[src/rtl/alu_op_dispatcher_if.sv]
// alu_op_dispatcher_if
// Command/result handshake bundle between an ALU command producer/consumer
// and alu_op_dispatcher.
//   in_valid / in_ready     : command handshake (producer -> dispatcher)
//   in_A, in_B, in_ALU_FUN  : command payload
//   out_valid / out_ready   : result handshake (dispatcher -> consumer)
//   out_result, out_err     : result payload
// Modports: master = producer/consumer side, slave = dispatcher side.
interface alu_op_dispatcher_if #(
  parameter int A_WIDTH = 16,
  parameter int B_WIDTH = 16
);
  localparam int R_W = A_WIDTH + B_WIDTH;

  logic               in_valid;
  logic               in_ready;
  logic [A_WIDTH-1:0] in_A;
  logic [B_WIDTH-1:0] in_B;
  logic [3:0]         in_ALU_FUN;
  logic               out_valid;
  logic               out_ready;
  logic [R_W-1:0]     out_result;
  logic               out_err;

  modport master (
    output in_valid, in_A, in_B, in_ALU_FUN, out_ready,
    input  in_ready, out_valid, out_result, out_err
  );

  modport slave (
    input  in_valid, in_A, in_B, in_ALU_FUN, out_ready,
    output in_ready, out_valid, out_result, out_err
  );
endinterface

[src/rtl/alu_op_dispatcher.sv]
// alu_op_dispatcher
// Control stage in front of four ALU execution units (arith, logic, cmp,
// shift). Accepts one command per handshake, pulses the selected unit's
// enable for one cycle, waits for that unit's Flag, captures its OUT and
// holds it on the result handshake until consumed.
// Ports:
//   clk, rst        : clock (rising edge), synchronous active-high reset
//   bus             : alu_op_dispatcher_if.slave command/result handshake
//   U_A, U_B, U_FUNC: latched operands / unit function, shared by all units
//   *_Enable        : one-cycle unit enables
//   *_OUT, *_Flag   : unit results and result-valid flags
//   busy            : high whenever a command is in flight (state != IDLE)
// Optional build macro: DISPATCH_TIMEOUT_EN -- bounds the WAIT state to
// TIMEOUT_CYCLES cycles and reports an expired wait through out_err.
module alu_op_dispatcher #(
  parameter int A_WIDTH        = 16,
  parameter int B_WIDTH        = 16,
  parameter int TIMEOUT_CYCLES = 8
) (
  input  logic                       clk,
  input  logic                       rst,
  alu_op_dispatcher_if.slave         bus,
  output logic [A_WIDTH-1:0]         U_A,
  output logic [B_WIDTH-1:0]         U_B,
  output logic [1:0]                 U_FUNC,
  output logic                       Arith_Enable,
  output logic                       Logic_Enable,
  output logic                       CMP_Enable,
  output logic                       Shift_Enable,
  input  logic [A_WIDTH+B_WIDTH-1:0] Arith_OUT,
  input  logic [A_WIDTH+B_WIDTH-1:0] Logic_OUT,
  input  logic [A_WIDTH+B_WIDTH-1:0] CMP_OUT,
  input  logic [A_WIDTH+B_WIDTH-1:0] Shift_OUT,
  input  logic                       Arith_Flag,
  input  logic                       Logic_Flag,
  input  logic                       CMP_Flag,
  input  logic                       Shift_Flag,
  output logic                       busy
);
  localparam int R_W = A_WIDTH + B_WIDTH;

  typedef enum logic [1:0] {IDLE, ISSUE, WAIT, DONE} state_t;

  state_t         state_q, state_d;
  logic [1:0]     sel_q;
  logic [3:0]     en_q;       // [0] arith, [1] logic, [2] cmp, [3] shift
  logic           vld_q;
  logic [R_W-1:0] result_q;
  logic           err_q;
  logic           sel_flag;
  logic [R_W-1:0] sel_out;
  logic           timeout_hit;

  // One-hot enable pattern for a unit select code.
  function automatic logic [3:0] unit_onehot(input logic [1:0] s);
    unit_onehot = 4'b0001 << s;
  endfunction

  // Only the latched unit's Flag/OUT are observed; the others are ignored.
  always_comb begin
    sel_flag = 1'b0;
    sel_out  = '0;
    case (sel_q)
      2'b00: begin sel_flag = Arith_Flag; sel_out = Arith_OUT; end
      2'b01: begin sel_flag = Logic_Flag; sel_out = Logic_OUT; end
      2'b10: begin sel_flag = CMP_Flag;   sel_out = CMP_OUT;   end
      default: begin sel_flag = Shift_Flag; sel_out = Shift_OUT; end
    endcase
  end

`ifdef DISPATCH_TIMEOUT_EN
  localparam int CNT_W = $clog2(TIMEOUT_CYCLES + 1);
  logic [CNT_W-1:0] wait_cnt_q;

  // Counter holds the number of WAIT cycles already elapsed, so the limit
  // is hit on the TIMEOUT_CYCLES-th WAIT cycle.
  assign timeout_hit = (state_q == WAIT) &&
                       (wait_cnt_q == CNT_W'(TIMEOUT_CYCLES - 1));

  always_ff @(posedge clk) begin
    if (rst) begin
      wait_cnt_q <= '0;
    end else if (state_q == ISSUE) begin
      wait_cnt_q <= '0;
    end else if (state_q == WAIT) begin
      wait_cnt_q <= wait_cnt_q + 1'b1;
    end
  end
`else
  // No counter in this build: WAIT never expires.
  assign timeout_hit = 1'b0 & (TIMEOUT_CYCLES == 0);
`endif

  // Next-state logic
  always_comb begin
    state_d = state_q;
    case (state_q)
      IDLE:    if (bus.in_valid) state_d = ISSUE;
      ISSUE:   state_d = WAIT;
      WAIT:    if (sel_flag || timeout_hit) state_d = DONE;
      DONE:    if (bus.out_ready) state_d = IDLE;
      default: state_d = IDLE;
    endcase
  end

  always_ff @(posedge clk) begin
    if (rst) state_q <= IDLE;
    else     state_q <= state_d;
  end

  // Command latch, enable pulse and result capture
  always_ff @(posedge clk) begin
    if (rst) begin
      U_A      <= '0;
      U_B      <= '0;
      U_FUNC   <= '0;
      sel_q    <= '0;
      en_q     <= '0;
      vld_q    <= 1'b0;
      result_q <= '0;
      err_q    <= 1'b0;
    end else begin
      en_q <= '0;
      if (state_q == IDLE && bus.in_valid) begin
        U_A    <= bus.in_A;
        U_B    <= bus.in_B;
        U_FUNC <= bus.in_ALU_FUN[1:0];
        sel_q  <= bus.in_ALU_FUN[3:2];
        // Enable rises together with the ISSUE state and drops after it.
        en_q   <= unit_onehot(bus.in_ALU_FUN[3:2]);
      end
      if (state_q == WAIT) begin
        // A Flag coinciding with the timeout takes priority.
        if (sel_flag) begin
          result_q <= sel_out;
          err_q    <= 1'b0;
          vld_q    <= 1'b1;
        end else if (timeout_hit) begin
          result_q <= '0;
          err_q    <= 1'b1;
          vld_q    <= 1'b1;
        end
      end
      if (state_q == DONE && bus.out_ready) begin
        vld_q <= 1'b0;
      end
    end
  end

  assign Arith_Enable   = en_q[0];
  assign Logic_Enable   = en_q[1];
  assign CMP_Enable     = en_q[2];
  assign Shift_Enable   = en_q[3];
  assign bus.in_ready   = (state_q == IDLE);
  assign bus.out_valid  = vld_q;
  assign bus.out_result = result_q;
  assign bus.out_err    = err_q;
  assign busy           = (state_q != IDLE);
endmodule

[src/flat_wrapper.sv]
// flat-port wrapper written by rule: the top's interface ports become plain ports
module alu_op_dispatcher_flat 
#(
  parameter int A_WIDTH        = 16,
  parameter int B_WIDTH        = 16,
  parameter int TIMEOUT_CYCLES = 8
)
  (clk, rst, U_A, U_B, U_FUNC, Arith_Enable, Logic_Enable, CMP_Enable, Shift_Enable, Arith_OUT, Logic_OUT, CMP_OUT, Shift_OUT, Arith_Flag, Logic_Flag, CMP_Flag, Shift_Flag, busy, bus_in_valid, bus_in_A, bus_in_B, bus_in_ALU_FUN, bus_out_ready, bus_in_ready, bus_out_valid, bus_out_result, bus_out_err);
  alu_op_dispatcher_if #(.A_WIDTH(A_WIDTH), .B_WIDTH(B_WIDTH)) bus_i ();
  input  logic clk;
  input  logic rst;
  output logic [A_WIDTH-1:0] U_A;
  output logic [B_WIDTH-1:0] U_B;
  output logic [1:0] U_FUNC;
  output logic Arith_Enable;
  output logic Logic_Enable;
  output logic CMP_Enable;
  output logic Shift_Enable;
  input  logic [A_WIDTH+B_WIDTH-1:0] Arith_OUT;
  input  logic [A_WIDTH+B_WIDTH-1:0] Logic_OUT;
  input  logic [A_WIDTH+B_WIDTH-1:0] CMP_OUT;
  input  logic [A_WIDTH+B_WIDTH-1:0] Shift_OUT;
  input  logic Arith_Flag;
  input  logic Logic_Flag;
  input  logic CMP_Flag;
  input  logic Shift_Flag;
  output logic busy;
  input wire logic [$bits(bus_i.in_valid)-1:0] bus_in_valid;
  input wire logic [$bits(bus_i.in_A)-1:0] bus_in_A;
  input wire logic [$bits(bus_i.in_B)-1:0] bus_in_B;
  input wire logic [$bits(bus_i.in_ALU_FUN)-1:0] bus_in_ALU_FUN;
  input wire logic [$bits(bus_i.out_ready)-1:0] bus_out_ready;
  output wire logic [$bits(bus_i.in_ready)-1:0] bus_in_ready;
  output wire logic [$bits(bus_i.out_valid)-1:0] bus_out_valid;
  output wire logic [$bits(bus_i.out_result)-1:0] bus_out_result;
  output wire logic [$bits(bus_i.out_err)-1:0] bus_out_err;
  assign bus_i.in_valid = bus_in_valid;
  assign bus_i.in_A = bus_in_A;
  assign bus_i.in_B = bus_in_B;
  assign bus_i.in_ALU_FUN = bus_in_ALU_FUN;
  assign bus_i.out_ready = bus_out_ready;
  assign bus_in_ready = bus_i.in_ready;
  assign bus_out_valid = bus_i.out_valid;
  assign bus_out_result = bus_i.out_result;
  assign bus_out_err = bus_i.out_err;
  alu_op_dispatcher #(.A_WIDTH(A_WIDTH), .B_WIDTH(B_WIDTH), .TIMEOUT_CYCLES(TIMEOUT_CYCLES)) u_core (.clk(clk), .rst(rst), .bus(bus_i), .U_A(U_A), .U_B(U_B), .U_FUNC(U_FUNC), .Arith_Enable(Arith_Enable), .Logic_Enable(Logic_Enable), .CMP_Enable(CMP_Enable), .Shift_Enable(Shift_Enable), .Arith_OUT(Arith_OUT), .Logic_OUT(Logic_OUT), .CMP_OUT(CMP_OUT), .Shift_OUT(Shift_OUT), .Arith_Flag(Arith_Flag), .Logic_Flag(Logic_Flag), .CMP_Flag(CMP_Flag), .Shift_Flag(Shift_Flag), .busy(busy));
endmodule
[config.mk]
export PLATFORM = sky130hd
export DESIGN_NAME = alu_op_dispatcher_flat
export DESIGN_NICKNAME = d
export VERILOG_FILES = /design/src/rtl/alu_op_dispatcher_if.sv /design/src/rtl/alu_op_dispatcher.sv /design/src/flat_wrapper.sv
export SDC_FILE = /design/constraint.sdc
export NUM_CORES = 1
export LEC_CHECK = 0
export ABC_AREA = 1
export CELL_PAD_IN_SITES_DETAIL_PLACEMENT = 0
export CELL_PAD_IN_SITES_GLOBAL_PLACEMENT = 1
export CORE_MARGIN = 5
export CORE_UTILIZATION = 24
export CTS_CLUSTER_SIZE = 25
export DETAILED_ROUTE_END_ITERATION = 7
export MAX_ROUTING_LAYER = met4
export PLACE_DENSITY_LB_ADDON = 0.3
export REMOVE_ABC_BUFFERS = 1
export SYNTH_ARGS = -nofsm -noshare
export SYNTH_HDL_FRONTEND = slang
export SYNTH_SLANG_ARGS = --single-unit
[constraint.sdc]
create_clock -name clk -period 2.45 [get_ports clk]
set_input_delay 0.245 -clock clk [delete_from_list [all_inputs] [get_ports clk]]
set_output_delay 0.245 -clock clk [all_outputs]
set_load 0.1 [all_outputs]
Word level (Yosys, flattened, before mapping):

Index checks and enable logic that the tools add are counted.

* equality and inequality tests: 8
* shift-type cells: 1
* mux-type cells: 6
* bitwise operators: 1
* reduce and logical (&&, ||, !) cells: 9

Operators by type and width (number)
* $pmux 32 s3: 1
* $pmux 2 s4: 1
* $eq 2x2->1 const B: 3
* $mux 2: 3
* $eq 2x1->1 const B: 2
* $logic_not 2->1: 2
* $ne 2x2->1 const B: 2
* $reduce_or 2->1: 2
* $shl 1x2->4 const A: 1
* $pmux 1 s3: 1
* $reduce_and 3->1: 1
* $logic_and 1x1->1: 2
* $ne 2x1->1 const B: 1
* $reduce_and 2->1: 1
* $reduce_bool 2->1: 1
* $not 1->1: 1

* register bits after elaboration: 75
* input port bits: 172
* output and inout bits: 74
* word-level logic and storage cells: 33

Longest topological paths before layout:

Gate-level depths: netlist of the first run.

* depth in word-level cells: 4
* mapped depth: 9
* gate-level depth less buffers: 8

Worst setup path after synthesis of the first run:

No wires, ideal clock.

* path kind: register to register
* start: register u_core.state_q[0]
* end: register u_core.state_q[1]
* library setup time: 115 ps
* arrival time: 2525 ps
* required time: 2335 ps
* setup slack: -190 ps
* stages on the path, launching flop included: 8
* path buffers: 0
* period minus slack after synthesis: 2640 ps
* path through: dfxtp_1 -> inv_1 -> ha_1 -> inv_1 -> o21ai_0 -> inv_1 -> a21oi_1 -> nor2_1

* longest elaborated chain between the ends: 3
* elaborated cells between the ends (all ways): 9
* those cells by class: 6 x eq/ne; 1 x mux; 2 x reduce/logical

RTL lines
* start, declared: RTL line alu_op_dispatcher.sv:44 `state_t state_q, state_d;`
* start signal, assigned: RTL line alu_op_dispatcher.sv:108 `else state_q <= state_d;`
* $logic_not 2->1 (*)
* net bus_in_ready: RTL line flat_wrapper.sv:33 `output wire logic [$bits(bus_i.in_ready)-1:0] bus_in_ready;`
* $ne 2x2->1 (no line)
* $reduce_and 3->1 (no line)

The timed path passes the listed nets; every way through them passes the cells marked *.
A chain may end at the register's enable or synchronous reset.

Final worst setup path of the first run:

* start: register u_core.sel_q[1]
* end: register u_core.result_q[31], in the netlist u_core.bus.out_result[31]

* longest elaborated chain between the ends: 3
* elaborated cells between the ends (all ways): 6
* those cells by class: 2 x eq/ne; 2 x mux; 2 x reduce/logical

RTL lines
* start, declared: RTL line alu_op_dispatcher.sv:45 `logic [1:0] sel_q;`
* start signal, assigned: RTL line alu_op_dispatcher.sv:128 `sel_q <= bus.in_ALU_FUN[3:2];`
* $eq 2x2->1, or another cell as far along: RTL line alu_op_dispatcher.sv:63 `case (sel_q)`
* $pmux 1 s3: RTL line alu_op_dispatcher.sv:63
* $reduce_and 2->1 (no line)
* end signal, assigned: RTL line alu_op_dispatcher.sv:135 `result_q <= sel_out;`
* end, declared: RTL line alu_op_dispatcher.sv:48 `logic [R_W-1:0] result_q;`

Several ways; a longest one is shown, not always the timed one.

==> run summary, run 1 <==
=====================================================================================
Filler Cell Count ......................................................        1,520
Vias in the first global route .........................................        4,162
Residual DRC ...........................................................            0
Most frequent cells in the layout ...................................... nand2_1, clkdlybuf4s50_1, nor2_1
Number of diodes added for antenna fixing ..............................            0
RSZ-0062 raised after global routing ...................................           no
Largest fanout on the critical path ....................................           56
Largest net degree at the start of global routing ......................           57
Worst hold-check slack .................................................     0.456 ns
Global Route Usage Sum .................................................        0.161
Power per Cell Area .................................................... 1180 nW/um^2
Level count of the clock H-tree ........................................            3
Library cell appearing most often on the critical path .................      nand2_1
P&R area growth vs syn .................................................        76.7%
Total wire length after detailed routing ...............................      14.1 mm
Vias after detailed routing ............................................        4,266
Detailed router's first-iteration violation count ......................          245
Cell type with the highest aggregate area in the netlist ...............      dfxtp_1
Antenna violations before repair .......................................            0
Worst-case clock skew ..................................................   0.00769 ns
Mean number of vias per cell ...........................................         4.40
Dominant cells by area after synthesis ................................. dfxtp_1, nand2_1, nor2_1
Switching Share ........................................................        0.549
Placer congestion estimate .............................................        0.846
Number of setup violations in the final report .........................            0
Status ................................................................. finished, final reports clean
Library cells used by synthesis ........................................           22
Tmin final .............................................................      1.70 ns
Portion of the post-synthesis area used by sequential elements .........        0.423
Fin cells ..............................................................          970
Clk slew on worst S/H paths ............................................      0.06 ns
Worst slack at placement ...............................................     0.693 ns
Number of nets in the layout ...........................................          956
Floorplan die width ....................................................  132 microns
Ratio of cells with drive above 1 in the final layout ..................        0.130
Worst min-delay path class ............................................. flip-flop to flip-flop
Comb power frac ........................................................        0.597
Post-cts hold buffer count .............................................            0
Pint ...................................................................      3.34 mW
Final-layout setup total negative slack ................................         0 ns
Data required time at the worst endpoint ...............................      2.65 ns
Final HPWL DP ..........................................................      11.0 mm
CTS root buf ...........................................................    clkbuf_16
Least-Margin Pin Slew ..................................................     0.654 ns
Flops & latches, synth .................................................           75
Die footprint .......................................................... 17,300 sq um
Crit-path cells ........................................................ nand2_1 > or2_1 > nand3_2 > buf_12 > nand2_1 > o21ai_0 > nor2_1
Buffers from clock root to sink, at most ...............................            2
Cell Area, Synth .......................................................   3550 sq um
Worst-Skew Late Latency ................................................      0.33 ns
CP Capture Type ........................................................    flip-flop
Global-route wire length before repair .................................      22.1 mm
First-pass iteration count of the detailed router ......................            5
Final Slew Violations ..................................................            0
Most frequent standard cell in the layout excluding fill and tap cells .      nand2_1
Post-CTS Setup Repair Bufs .............................................            0
Std-Cell Core Area ..................................................... 14,500 sq um
Share of the cycle needed by the critical path after routing ...........        0.692
Final-report hold violation count ......................................            0
Number of synthesis warnings ...........................................            0
Area share of the largest cell type after synthesis ....................        0.423
TritonCTS buffer count .................................................            9
Standard-cell rows .....................................................           44
Post-DRT Antenna Nets ..................................................            0
Routed len/inst ........................................................ 14.6 microns
Post-synthesis area per instance .......................................   6.44 sq um
Part of the power in registers .........................................        0.230
Post-layout utilization of the core ....................................        0.432
DP Cell Count ..........................................................          954
Share of power burned in the clock network .............................        0.173
Remaining global-route overflow ........................................            0
Clock tree from TritonCTS ..............................................        built
Peak supply drop .......................................................   0.000657 V
Net load switching power ...............................................      4.07 mW
Count of max-cap constraint violations .................................            0
Highest cell delay on the worst timing path ............................      0.48 ns
Type of the worst setup path ........................................... flip-flop to flip-flop
Post-CTS resize count ..................................................            0
Launching element type of the critical path ............................    flip-flop
Leak Pwr ...............................................................      2.79 nW
Number of input and output port buffers inserted .......................          244
Gate count of the mapped netlist .......................................          552
Count of pins on the block boundary ....................................          246
Data arrival time of the worst path ....................................      1.90 ns
Fmax ...................................................................      590 MHz
Critical path's slowest cell ...........................................      dfxtp_1
Setup slack of the critical path after layout ..........................     0.754 ns
Starting Density .......................................................        0.244
Die Ht .................................................................  132 microns
Relative slew slack ....................................................        0.564
Number of sinks handled by clock tree synthesis ........................           75
=====================================================================================
[per-layer routing]
metal | global-route usage | part of all wire | routed length [microns]
met3 | 0.0443 | 0.073 | 1030
met4 | 0.0440 | 0.014 | 196
met5 | - | 0 | 0
met2 | 0.276 | 0.49 | 6980
met1 | 0.185 | 0.42 | 5910
[cell usage after synthesis (all sizes together)]
cell and count:
a21oi 4, buf 17, clkbuf 17, conb 1, dfxtp 75, ha 3, inv 45, nand2 173
nand3 4, nand3b 1, nand4 32, nor2 109, o21ai 69, o31ai 1, or2 1
[power by group through the flow]
stage          logic (mW)  clock network (mW)  registers (mW)
2_1_floorplan        1.24                   0            3.71
3_3_place_gp         4.44                   0            1.72
3_5_place_dp         4.46                   0            1.74
4_1_cts              4.48                1.33            1.71
5_1_grt              4.70                1.38            1.75
6_report             4.43                1.28            1.71
[worst max-delay path, delay by kind of cell, from the launching register on]
family / cells / cell delay [ns]
flops: 1 / 0.48
compound gates: 1 / 0.08
simple gates: 5 / 0.74
buf+inv: 1 / 0.25
[final timing paths]
| path | startpoint | end | slack, ns | cells after the start |
|---|---|---|---|---|
| worst min register to register | u_core.bus.out_valid$_SDFFE_PP0P_ | u_core.bus.out_valid$_SDFFE_PP0P_ | 0.46 | 2 |
| worst max-delay path | u_core.sel_q[1]$_SDFFE_PP0N_ | u_core.bus.out_result[31]$_SDFFE_PP0P_ | 0.75 | 7 |
| worst max register to register | u_core.sel_q[1]$_SDFFE_PP0N_ | u_core.bus.out_result[31]$_SDFFE_PP0P_ | 0.75 | 7 |
| worst min-delay path | u_core.bus.out_valid$_SDFFE_PP0P_ | u_core.bus.out_valid$_SDFFE_PP0P_ | 0.46 | 2 |
[stage by stage]
step / area (sq um) / total power [mW]
finish: 6280 / 7.41
global route: 6280 / 7.84
CTS: 6280 / 7.52
detailed placement: 5980 / 6.20
global placement: 5980 / 6.16
floorplan: 3390 / 4.95
[area by class of cell]
class                      count  area (sq um)  share of cell area
clock buffer                   9           225              0.0359
clock inverter                 7          70.1              0.0112
inverter                      45           169              0.0269
multi-input combinational    398          1720               0.275
sequential                    75          1500               0.239
tap                          184           230              0.0367
timing repair buffer         252          2360               0.376
[state kept, by name, indices dropped and copies added, names as in the netlist]
name,count
u_core.U_A,16
u_core.U_B,16
u_core.U_FUNC,2
u_core.bus.out_result,32
u_core.bus.out_valid,1
u_core.en_q,4
u_core.sel_q,2
u_core.state_q,2
[cell families (layout without fill, tap and decap cells)]
group,count (synthesis),count (layout),share of synthesized area
other,1,1,0.00106
and+or+nand+nor,320,320,0.367
adders and majority gates,3,3,0.0106
buffers and inverters,79,313,0.0933
DFF,75,75,0.423
AOI/OAI and AO/OA,74,74,0.105
Note: power is estimated with default switching activity, not from simulation.
==> run 2: changes to the inputs <==
- CORE_UTILIZATION: 24 -> 23
- clock period: 2.45 -> 1.8 ns (I/O delays scaled with it)
==> run summary, run 2 (same netlist as run 1, synthesis figures left out) <==
=====================================================================================
Status ................................................................. finished, final reports clean
Number of input and output port buffers inserted .......................          244   unchanged
Post-layout total power ................................................      10.4 mW   +40%
Instance area at placement .............................................   6050 sq um   +1.2%
Peak supply drop .......................................................    0.00102 V   +55%
DP Cell Count ..........................................................          960   +0.63%
Post-cts hold buffer count .............................................            0   unchanged
Hold path endpoint ..................................................... u_core.bus.out_valid$_SDFFE_PP0P_
Count of pins on the block boundary ....................................          246   unchanged
First-pass iteration count of the detailed router ......................            6   +1
Launch point of the worst hold path .................................... u_core.bus.out_valid$_SDFFE_PP0P_
Leak Pwr ...............................................................      2.83 nW   +1.4%
Worst hold-check slack .................................................     0.458 ns   +0.00240 ns
Final-layout setup total negative slack ................................         0 ns   unchanged
Mean number of vias per cell ...........................................         4.44   +0.85%
Count of max-cap constraint violations .................................            0   unchanged
Post-CTS resize count ..................................................            0   unchanged
Crit-path cells ........................................................ nand2_1 > or2_1 > nand3_2 > buf_12 > nand2_1 > o21ai_0 > nor2_1
Worst-Skew Late Latency ................................................      0.33 ns   about the same
Floorplan die width ....................................................  134 microns   +2.0%
Worst-case clock skew ..................................................   0.00648 ns   -0.00121 ns
Library cell appearing most often on the critical path .................      nand2_1
Die Ht .................................................................  134 microns   +2.0%
Post-layout utilization of the core ....................................        0.419   -0.0128
Ratio of cells with drive above 1 in the final layout ..................        0.131   +0.000940
Worst min-delay path class ............................................. flip-flop to flip-flop
Level count of the clock H-tree ........................................            3   unchanged
Detailed router's first-iteration violation count ......................          148   -40%
Filler Cell Count ......................................................        1,542   +1.4%
Cell depth of the worst hold path ......................................            2   unchanged
Endpoint of the worst-slack reg-to-reg timing path ..................... u_core.bus.out_result[31]$_SDFFE_PP0P_
Worst slack at placement ...............................................     0.216 ns   -0.477 ns
Critical path's slowest cell ...........................................      dfxtp_1
Area of all placed cells without fillers ...............................   6370 sq um   +1.5%
Reg-to-Reg Start ....................................................... u_core.sel_q[1]$_SDFFE_PP0N_
Fmax ...................................................................      635 MHz   +7.8%
Data arrival time of the worst path ....................................      1.78 ns   -0.12 ns
Largest net degree at the start of global routing ......................           66   +16%
Final-report hold violation count ......................................            0   unchanged
CTS root buf ...........................................................    clkbuf_16
Total wire length after detailed routing ...............................      13.9 mm   -1.5%
Vias after detailed routing ............................................        4,329   +1.5%
R2r worst-path depth ...................................................            7   unchanged
RSZ-0062 raised after global routing ...................................           no
Global Route Usage Sum .................................................        0.155   -0.00591
Data required time at the worst endpoint ...............................      2.01 ns   -0.64 ns
CP Capture Type ........................................................    flip-flop
TritonCTS buffer count .................................................            9   unchanged
Largest fanout on the critical path ....................................           65   +16%
Highest cell delay on the worst timing path ............................      0.48 ns   about the same
Most frequent standard cell in the layout excluding fill and tap cells .      nand2_1
Post-CTS Setup Repair Bufs .............................................            0   unchanged
Tmin final .............................................................      1.57 ns   -0.122 ns
Remaining global-route overflow ........................................            0   unchanged
Number of nets in the layout ...........................................          958   +0.21%
Routed len/inst ........................................................ 14.3 microns   -2.1%
Setup slack of the critical path after layout ..........................     0.226 ns   -0.528 ns
Clk slew on worst S/H paths ............................................      0.06 ns   about the same
Number of setup violations in the final report .........................            0   unchanged
Number of sinks handled by clock tree synthesis ........................           75   unchanged
Starting Density .......................................................        0.234   -0.0107
Power per Cell Area .................................................... 1630 nW/um^2   +38%
R2r setup slk ..........................................................      0.23 ns   -0.53 ns
Fin cells ..............................................................          976   +0.62%
Die footprint .......................................................... 18,000 sq um   +4.0%
Global-route wire length before repair .................................      21.7 mm   -1.8%
Placer congestion estimate .............................................        0.785   -7.2%
Residual DRC ...........................................................            0   unchanged
Type of the worst setup path ........................................... flip-flop to flip-flop
P&R area growth vs syn .................................................        79.4%
Standard-cell rows .....................................................           45   +2.3%
Post-DRT Antenna Nets ..................................................            0   unchanged
Launching element type of the critical path ............................    flip-flop
Antenna violations before repair .......................................            0   unchanged
Final HPWL DP ..........................................................      10.6 mm   -3.6%
Most frequent cells in the layout ...................................... nand2_1, clkdlybuf4s50_1, nor2_1
Flip-flop count of the largest register, all copies and words added ....           32   unchanged
Final Slew Violations ..................................................            0   unchanged
Buffers from clock root to sink, at most ...............................            2   unchanged
Number of diodes added for antenna fixing ..............................            0   unchanged
Share of the cycle needed by the critical path after routing ...........        0.874   +0.182
Vias in the first global route .........................................        4,337   +4.2%
Std-Cell Core Area ..................................................... 15,200 sq um   +4.6%
Clock tree from TritonCTS ..............................................        built
=====================================================================================
[run 2: cell types whose count changed in the layout (fill, tap and decap cells not counted), sizes merged]
cell and change:
inv -3, clkbuf +1, buf +2, bufinv +2
[run 2: final cells by class]
cell class	instances	area, sq um	share of cell area
clock buffer	10	229	0.0359
clock inverter	6	90.1	0.0141
inverter	45	169	0.0265
multi-input combinational	398	1720	0.271
sequential	75	1500	0.236
tap	188	235	0.0369
timing repair buffer	254	2420	0.380
[run 2: worst max path at each step]
stage / from / end / slack [ns]
finish: u_core.sel_q[1]$_SDFFE_PP0N_ / u_core.bus.out_result[31]$_SDFFE_PP0P_ / 0.23
global route: u_core.sel_q[1]$_SDFFE_PP0N_ / u_core.bus.out_result[0]$_SDFFE_PP0P_ / 0.09
CTS: u_core.sel_q[1]$_SDFFE_PP0N_ / u_core.bus.out_result[31]$_SDFFE_PP0P_ / 0.21
detailed placement: Logic_Flag / u_core.bus.out_result[18]$_SDFFE_PP0P_ / 0.22
global placement: Logic_Flag / u_core.bus.out_result[4]$_SDFFE_PP0P_ / 0.26
floorplan: u_core.state_q[0]$_SDFFE_PP0P_ / u_core.sel_q[1]$_SDFFE_PP0N_ / -0.93
[run 2: power breakdown]
group          internal, mW  switching [mW]
Clock                  1.22           0.699
Sequential             2.08           0.238
Combinational          1.62            4.55
Total                  4.92            5.49
[run 2: per-layer routing]
layer  wire (microns)  GRT usage  up-vias  share of wire
met1             6310      0.183     1917           0.45
met3             1170     0.0439       16          0.084
met4              221     0.0583        0          0.016
li1                 -          -     2192              -
met5                0          -        -              0
met2             6210      0.252      204           0.45
[run 2: worst max-delay path: cells and delay by family, from the launching register on]
kind                   cells  cell delay [ns]
flip-flops                 1             0.48
AO/OA/AOI/OAI              1             0.10
buffers and inverters      1             0.22
AND/OR/NAND/NOR            5             0.60
==> run 3: changes to the inputs <==
- PLACE_DENSITY_LB_ADDON: 0.3 -> 0.1
==> run summary, run 3 (same netlist as run 1, synthesis figures left out) <==
=====================================================================================
Number of input and output port buffers inserted .......................          244   unchanged
Global-route wire length before repair .................................      21.7 mm   -0.16%
Worst slack at placement ...............................................     0.216 ns   +0.000604 ns
Launching element type of the critical path ............................    flip-flop
Die Ht .................................................................  134 microns   unchanged
Count of max-cap constraint violations .................................            0   unchanged
Instance area at placement .............................................   6050 sq um   about the same
Peak supply drop .......................................................    0.00127 V   +25%
Vias in the first global route .........................................        4,250   -2.0%
Worst-Skew Late Latency ................................................      0.33 ns   about the same
Crit-path cells ........................................................ nor2_4 > nand2_1 > nand3_1 > nand3_2 > buf_4 > o21ai_0 > nor2_1
Data required time at the worst endpoint ...............................      2.01 ns   about the same
Routed len/inst ........................................................ 14.4 microns   +1.2%
Starting Density .......................................................        0.234   unchanged
Post-DRT Antenna Nets ..................................................            0   unchanged
Antenna violations before repair .......................................            0   unchanged
Post-CTS Setup Repair Bufs .............................................            0   unchanged
Ratio of cells with drive above 1 in the final layout ..................        0.134   +0.00347
Leak Pwr ...............................................................      2.83 nW   about the same
Std-Cell Core Area ..................................................... 15,200 sq um   unchanged
Global Route Usage Sum .................................................        0.157   +0.00198
Number of diodes added for antenna fixing ..............................            0   unchanged
Post-layout utilization of the core ....................................        0.418   -0.00123
Count of pins on the block boundary ....................................          246   unchanged
Detailed router's first-iteration violation count ......................          152   +2.7%
Power per Cell Area .................................................... 1620 nW/um^2   -0.86%
Status ................................................................. finished, final reports clean
P&R area growth vs syn .................................................        78.8%
Level count of the clock H-tree ........................................            3   unchanged
Worst hold-check slack .................................................     0.451 ns   -0.00726 ns
Buffers from clock root to sink, at most ...............................            2   unchanged
Vias after detailed routing ............................................        4,246   -1.9%
Worst-case clock skew ..................................................   0.00668 ns   +0.000195 ns
Die footprint .......................................................... 18,000 sq um   unchanged
Total wire length after detailed routing ...............................      14.1 mm   +1.4%
Post-layout total power ................................................      10.3 mW   -1.2%
Most frequent cells in the layout ...................................... nand2_1, clkdlybuf4s50_1, nor2_1
Setup slack of the critical path after layout ..........................     0.249 ns   +0.0232 ns
Final HPWL DP ..........................................................      11.0 mm   +3.5%
Post-cts hold buffer count .............................................            0   unchanged
Residual DRC ...........................................................            0   unchanged
First-pass iteration count of the detailed router ......................            4   -2
Clock tree from TritonCTS ..............................................        built
Highest cell delay on the worst timing path ............................      0.38 ns   -0.10 ns
Largest net degree at the start of global routing ......................           44   -33%
Number of sinks handled by clock tree synthesis ........................           75   unchanged
Post-CTS resize count ..................................................            0   unchanged
Type of the worst setup path ........................................... flip-flop to flip-flop
CP Capture Type ........................................................    flip-flop
Filler Cell Count ......................................................        1,590   +3.1%
CTS root buf ...........................................................    clkbuf_16
Data arrival time of the worst path ....................................      1.76 ns   -0.02 ns
Placer congestion estimate .............................................        0.751   -4.4%
Final Slew Violations ..................................................            0   unchanged
Area of all placed cells without fillers ...............................   6350 sq um   -0.29%
Critical path's slowest cell ...........................................      dfxtp_1
Floorplan die width ....................................................  134 microns   unchanged
Number of nets in the layout ...........................................          961   +0.31%
Standard-cell rows .....................................................           45   unchanged
Worst min-delay path class ............................................. flip-flop to flip-flop
Number of setup violations in the final report .........................            0   unchanged
TritonCTS buffer count .................................................            9   unchanged
Mean number of vias per cell ...........................................         4.34   -2.1%
CP delay by family, top ................................................ simple AND/OR/NAND/NOR gates
Clk slew on worst S/H paths ............................................      0.06 ns   about the same
Critical path buffers and inverters ....................................            1   unchanged
Remaining global-route overflow ........................................            0   unchanged
R2r setup slk ..........................................................      0.25 ns   +0.02 ns
Tmin final .............................................................      1.55 ns   -0.0232 ns
RSZ-0062 raised after global routing ...................................           no
Final-report hold violation count ......................................            0   unchanged
Share of the cycle needed by the critical path after routing ...........        0.861   -0.0129
Most frequent standard cell in the layout excluding fill and tap cells .      nand2_1
Flip-flop count of the largest register, all copies and words added ....           32   unchanged
Fmax ...................................................................      645 MHz   +1.5%
Largest fanout on the critical path ....................................           22   -66%
=====================================================================================
[run 3: area by class of cell]
type	count	area, sq um	area share
Inverter	45	169	0.0266
Multi-Input combinational cell	398	1720	0.271
Tap cell	188	235	0.0370
Clock inverter	4	50.0	0.00788
Clock buffer	11	253	0.0398
Timing Repair Buffer	257	2420	0.381
Sequential cell	75	1500	0.236
[run 3: path summary, 6_finish.rpt]
path,to,startpoint,cells after the start
max,u_core.bus.out_result[9]$_SDFFE_PP0P_,u_core.sel_q[1]$_SDFFE_PP0N_,7
max reg2reg,u_core.bus.out_result[9]$_SDFFE_PP0P_,u_core.sel_q[1]$_SDFFE_PP0N_,7
min reg2reg,u_core.bus.out_valid$_SDFFE_PP0P_,u_core.bus.out_valid$_SDFFE_PP0P_,2
min,u_core.bus.out_valid$_SDFFE_PP0P_,u_core.bus.out_valid$_SDFFE_PP0P_,2
[run 3: through the flow]
stage               std cells  setup TNS, ns
finish                    978              0
CTS                       978              0
detailed placement        963              0
floorplan                 518         -44.50
global placement          963              0
global route              978              0
[run 3: per-layer routing]
| layer | share of wire | up-vias | GRT usage | routed length (microns) |
|---|---|---|---|---|
| met1 | 0.42 | 1872 | 0.175 | 5860 |
| met2 | 0.47 | 168 | 0.259 | 6570 |
| met3 | 0.10 | 11 | 0.0615 | 1470 |
| met4 | 0.014 | 0 | 0.0515 | 201 |
| met5 | 0 | - | - | 0 |
| li1 | - | 2195 | - | - |
[run 3: worst register-to-register path: cells and delay by family (launching register included)]
| family | cells | cell delay, ns |
|---|---|---|
| AND/OR/NAND/NOR | 5 | 0.66 |
| flip-flops | 1 | 0.38 |
| buffers and inverters | 1 | 0.22 |
| AO/OA/AOI/OAI | 1 | 0.17 |
[run 3: report_power, final]
part,switching [mW],total (mW),internal (mW)
sequential,0.236,2.32,2.08
clock,0.679,1.82,1.14
combinational,4.53,6.14,1.62
total,5.44,10.3,4.84
==> edit 1 (config.mk and constraints of run 2) <==
`B_WIDTH` is set to 16 in 3 places; all go to 18.
--- a/src/rtl/alu_op_dispatcher_if.sv
+++ b/src/rtl/alu_op_dispatcher_if.sv
@@ -10,3 +10,3 @@
   parameter int A_WIDTH = 16,
-  parameter int B_WIDTH = 16
+  parameter int B_WIDTH = 18
 );
--- a/src/rtl/alu_op_dispatcher.sv
+++ b/src/rtl/alu_op_dispatcher.sv
@@ -16,3 +16,3 @@
   parameter int A_WIDTH        = 16,
-  parameter int B_WIDTH        = 16,
+  parameter int B_WIDTH        = 18,
   parameter int TIMEOUT_CYCLES = 8
--- a/src/flat_wrapper.sv
+++ b/src/flat_wrapper.sv
@@ -4,3 +4,3 @@
   parameter int A_WIDTH        = 16,
-  parameter int B_WIDTH        = 16,
+  parameter int B_WIDTH        = 18,
   parameter int TIMEOUT_CYCLES = 8
Ports: changed (7 resized); port bits go from 246 to 260. No check against the original RTL was run, so the function may have changed too.
==> edit 1 against run 2 <==
Wire length up 12%; first-iteration DRC count increased by 13%; synthesized area grew 5.5%; setup slack worse by 0.026 ns; combinational power grew 6.0%; sequential cell count rose by 4; cell count is 7.5% higher; total power grew 4.0%; final area rose by 5.5%.
==> edit 1: results (changes against run 2) <==
<table>
<tr><th>Metric</th><th>Value</th></tr>
<tr><th colspan="2">Run status</th></tr>
<tr><td>Outcome</td><td>completed</td></tr>
<tr><th colspan="2">Finish</th></tr>
<tr><td>Fill cell count</td><td>1,623 (+5.3%)</td></tr>
<tr><td>Fraction of final layout cells with drive strength greater than 1</td><td>13.21% (+0.13 points)</td></tr>
<tr><td>Final nets</td><td>1,013 (+5.7%)</td></tr>
<tr><td>Largest register FFs</td><td>34 (+6.3%)</td></tr>
<tr><th colspan="2">Setup path</th></tr>
<tr><td>Maximum fanout count along the critical path</td><td>4 (-94%)</td></tr>
<tr><td>Cell family with most CP delay</td><td>buffers and inverters</td></tr>
<tr><td>Kind of critical path</td><td>reg2out</td></tr>
<tr><td>R2r startpoint</td><td>u_core.sel_q[0]$_SDFFE_PP0N_</td></tr>
<tr><td>Critical path launch point</td><td>u_core.state_q[1]$_SDFFE_PP0P_</td></tr>
<tr><td>CP max stage delay</td><td>0.38 ns (-0.10 ns)</td></tr>
<tr><td>Crit path DAT</td><td>1.42 ns (-0.36 ns)</td></tr>
<tr><th colspan="2">Yosys</th></tr>
<tr><td>Most common library cells after synthesis</td><td>nand2_1 (183), nor2_1 (112), dfxtp_1 (79)</td></tr>
<tr><td>Sequential area share after synthesis</td><td>42.22% (-0.051 points)</td></tr>
<tr><td>Ranking of synthesized cells by area</td><td>dfxtp_1 (42%), nand2_1 (18%), nor2_1 (11%), o21ai_0 (8.0%), nand4_1 (5.7%)</td></tr>
<tr><td>Cell variety after synth</td><td>24 (+9.1%)</td></tr>
<tr><th colspan="2">STA</th></tr>
<tr><td>Setup clock skew after layout</td><td>0.007553 ns (+0.001068 ns)</td></tr>
<tr><th colspan="2">Power</th></tr>
<tr><td>Leakage</td><td>2.973 nW (+5.2%)</td></tr>
<tr><td>VDD IR-drop max</td><td>1.015 mV (-0.22%)</td></tr>
<tr><th colspan="2">GRT</th></tr>
<tr><td>Global-route total usage across every layer</td><td>16.15% (+0.63 points)</td></tr>
<tr><th colspan="2">Route</th></tr>
<tr><td>Drt first-iter violations</td><td>167 (+13%)</td></tr>
<tr><td>Aggregate routed wire length</td><td>15,640 um (+12%)</td></tr>
<tr><td>First-pass DRT Iterations</td><td>4 (-2)</td></tr>
<tr><th colspan="2">Placed design</th></tr>
<tr><td>Final GP Congestion</td><td>0.7605 (-3.2%)</td></tr>
<tr><td>Post-detailed-placement half-perimeter wirelength</td><td>12,070 um (+14%)</td></tr>
</table>
## edit 1: changes by cell type after synthesis, sizes merged
cell	delta
nand4	+2
inv	+1
clkinv	+1
o21ai	+4
nand2	+10
clkbuf	+2
nor2	+6
dfxtp	+4
## edit 1: routing by layer
layer	track usage, %	vias up	share of wire [%]
met5	-	-	0
li1	-	2319	-
met1	17.94	2002	41
met2	26.55	210	45
met3	6.026	22	12
met4	5.765	0	2.1
## edit 1: kinds of logic after synthesis
| group | synth area share, % |
|---|---|
| AO/OA/AOI/OAI | 10.49 |
| buffers and inverters | 9.285 |
| other | 0.1001 |
| flip-flops | 42.22 |
| AND/OR/NAND/NOR | 36.91 |
| adder cells (fa/ha/maj) | 1.002 |
## edit 1: through the flow
step	cells	TNS [ns]	cell area, um2	hold slack [ns]	setup slack (ns)
3_3_place_gp	1033	0	6420	0.4323	0.2148
6_report	1049	0	6721	0.4447	0.1997
5_1_grt	1049	0	6721	0.4544	0.03946
3_5_place_dp	1033	0	6420	0.4372	0.2108
4_1_cts	1049	0	6720	0.4385	0.1670
2_1_floorplan	546	-61.80	3575	0.2524	-1.280
## edit 1: timing repair
item	CTS	global route
endpoints found under the setup margin	0	1
gates resized for setup	0	1
endpoints found under the hold margin	0	0
## edit 1: area by class of cell
type / count / share of cell area [%]
Clock inverter: 5 / 0.8563
Timing Repair Buffer: 271 / 38.31
Sequential cell: 79 / 23.55
Tap cell: 216 / 4.021
Inverter: 47 / 2.625
Clock buffer: 11 / 3.611
Multi-Input combinational cell: 420 / 27.03
## edit 1: where the power goes
| part | total, W | internal, W | switching, W |
|---|---|---|---|
| sequential | 0.00245 | 0.00220 | 0.000252 |
| combinational | 0.00653 | 0.00172 | 0.00481 |
| clock | 0.00183 | 0.00111 | 0.000718 |
| total | 0.0108 | 0.00503 | 0.00578 |
==> edit 2 (settings of run 2) <==
Made on the original files. The 4 states of `state_t` get a one-hot encoding in 4 bits.
--- a/src/rtl/alu_op_dispatcher.sv
+++ b/src/rtl/alu_op_dispatcher.sv
@@ -41,3 +41,3 @@
 
-  typedef enum logic [1:0] {IDLE, ISSUE, WAIT, DONE} state_t;
+  typedef enum logic [3:0] {IDLE = 4'b0001, ISSUE = 4'b0010, WAIT = 4'b0100, DONE = 4'b1000} state_t;
 
Behaviour: same outputs for any inputs over 10 cycles, from zero or initial values and one cycle with rst high; not proved beyond that.
==> edit 2 against run 2 <==
First-iteration DRC count increased by 75%; critical path depth decreased by 3; synthesized area increased by 12%; final area increased by 6.7%; wire length increased by 6.0%; sequential share of layout area decreased by 0.86 points; sequential cell count increased by 2; cell count increased by 7.9%; setup slack improved by 0.0055 ns; highest routed layer unchanged.
Power is not compared: it rests on default switching activity, and its combinational part moved more than twofold at a synthesized area within 25%.
==> edit 2: results (changes against run 2) <==
<table>
<tr><th>Metric</th><th>Value</th></tr>
<tr><th colspan="2">Finish</th></tr>
<tr><td>Fill cell count</td><td>1,819 (+18%)</td></tr>
<tr><td>Non-clock inverter instance count of the final layout</td><td>77 (+71%)</td></tr>
<tr><td>Final-layout clock-cell area share</td><td>4.453% (-0.55 points)</td></tr>
<tr><td>Number of non-filler instances in the completed layout</td><td>1,053 (+7.9%)</td></tr>
<tr><td>Multi-input gate count</td><td>399 (+0.25%)</td></tr>
<tr><td>Non-clock buffer count in the final layout</td><td>259 (+2.0%)</td></tr>
<tr><th colspan="2">GRT</th></tr>
<tr><td>Vias in the first global route</td><td>4,388 (+1.2%)</td></tr>
<tr><td>Global routing usage on met1</td><td>18.39% (+0.13 points)</td></tr>
<tr><td>GR met2 Demand/Resource</td><td>24.93% (-0.29 points)</td></tr>
<tr><td>Maximum number of pins on one net before global-route repair</td><td>64 (-3.0%)</td></tr>
<tr><td>Met3 Use GR</td><td>2.273% (-2.1 points)</td></tr>
<tr><th colspan="2">Route</th></tr>
<tr><td>Drt first-iter violations</td><td>259 (+75%)</td></tr>
<tr><td>Vias per Instance</td><td>4.201 (-5.3%)</td></tr>
<tr><td>M1 wire length</td><td>6346 um (+0.51%)</td></tr>
<tr><td>Met2 Wirelength</td><td>7440 um (+20%)</td></tr>
<tr><td>Total length of routed met3 wires</td><td>598 um (-49%)</td></tr>
<tr><th colspan="2">Placed design</th></tr>
<tr><td>Final GP Congestion</td><td>0.7518 (-4.3%)</td></tr>
<tr><td>Post-detailed-placement half-perimeter wirelength</td><td>10,920 um (+3.1%)</td></tr>
<tr><td>Placed Area</td><td>6496 um2 (+7.3%)</td></tr>
<tr><th colspan="2">Yosys</th></tr>
<tr><td>Ranking of synthesized cells by area</td><td>dfxtp_1 (39%), nand3_1 (13%), nor2_1 (10%), inv_1 (7.2%), nand2_1 (7.2%)</td></tr>
<tr><td>Cell area after synthesis</td><td>3961 um2 (+12%)</td></tr>
<tr><td>Cell variety after synth</td><td>21 (-4.5%)</td></tr>
<tr><th colspan="2">STA</th></tr>
<tr><td>Setup clock skew after layout</td><td>0.004178 ns (-0.002307 ns)</td></tr>
<tr><th colspan="2">Run status</th></tr>
<tr><td>Outcome</td><td>completed</td></tr>
<tr><th colspan="2">Clock network</th></tr>
<tr><td>Total clock sinks</td><td>77 (+2.7%)</td></tr>
</table>
edit 2: cells by family after synthesis:
family	Yosys count	synth area share, %
AND/OR/NAND/NOR	323	36.42
buffers and inverters	122	13.01
flip-flops	77	38.91
AO/OA/AOI/OAI	75	11.56
other	1	0.09467
edit 2: path summary, 6_finish.rpt:
check / start / to / slack [ns] / cells after the start
setup / recovery: u_core.state_q[3]$_SDFFE_PP0P_ / bus_in_ready / 0.23 / 4
hold reg to reg: u_core.bus.out_valid$_SDFFE_PP0P_ / u_core.bus.out_valid$_SDFFE_PP0P_ / 0.46 / 2
hold / removal: bus_in_A[7] / u_core.U_A[7]$_SDFFE_PP0N_ / 0.42 / 3
setup reg to reg: u_core.state_q[0]$_SDFFE_PP1P_ / u_core.bus.out_result[19]$_SDFFE_PP0P_ / 0.32 / 7
edit 2: critical path, cell delays in order, from the launching register on:
cell,delay (ns)
dfxtp_1,0.34
nor2_1,0.17
nand3_2,0.16
inv_1,0.17
buf_12,0.19
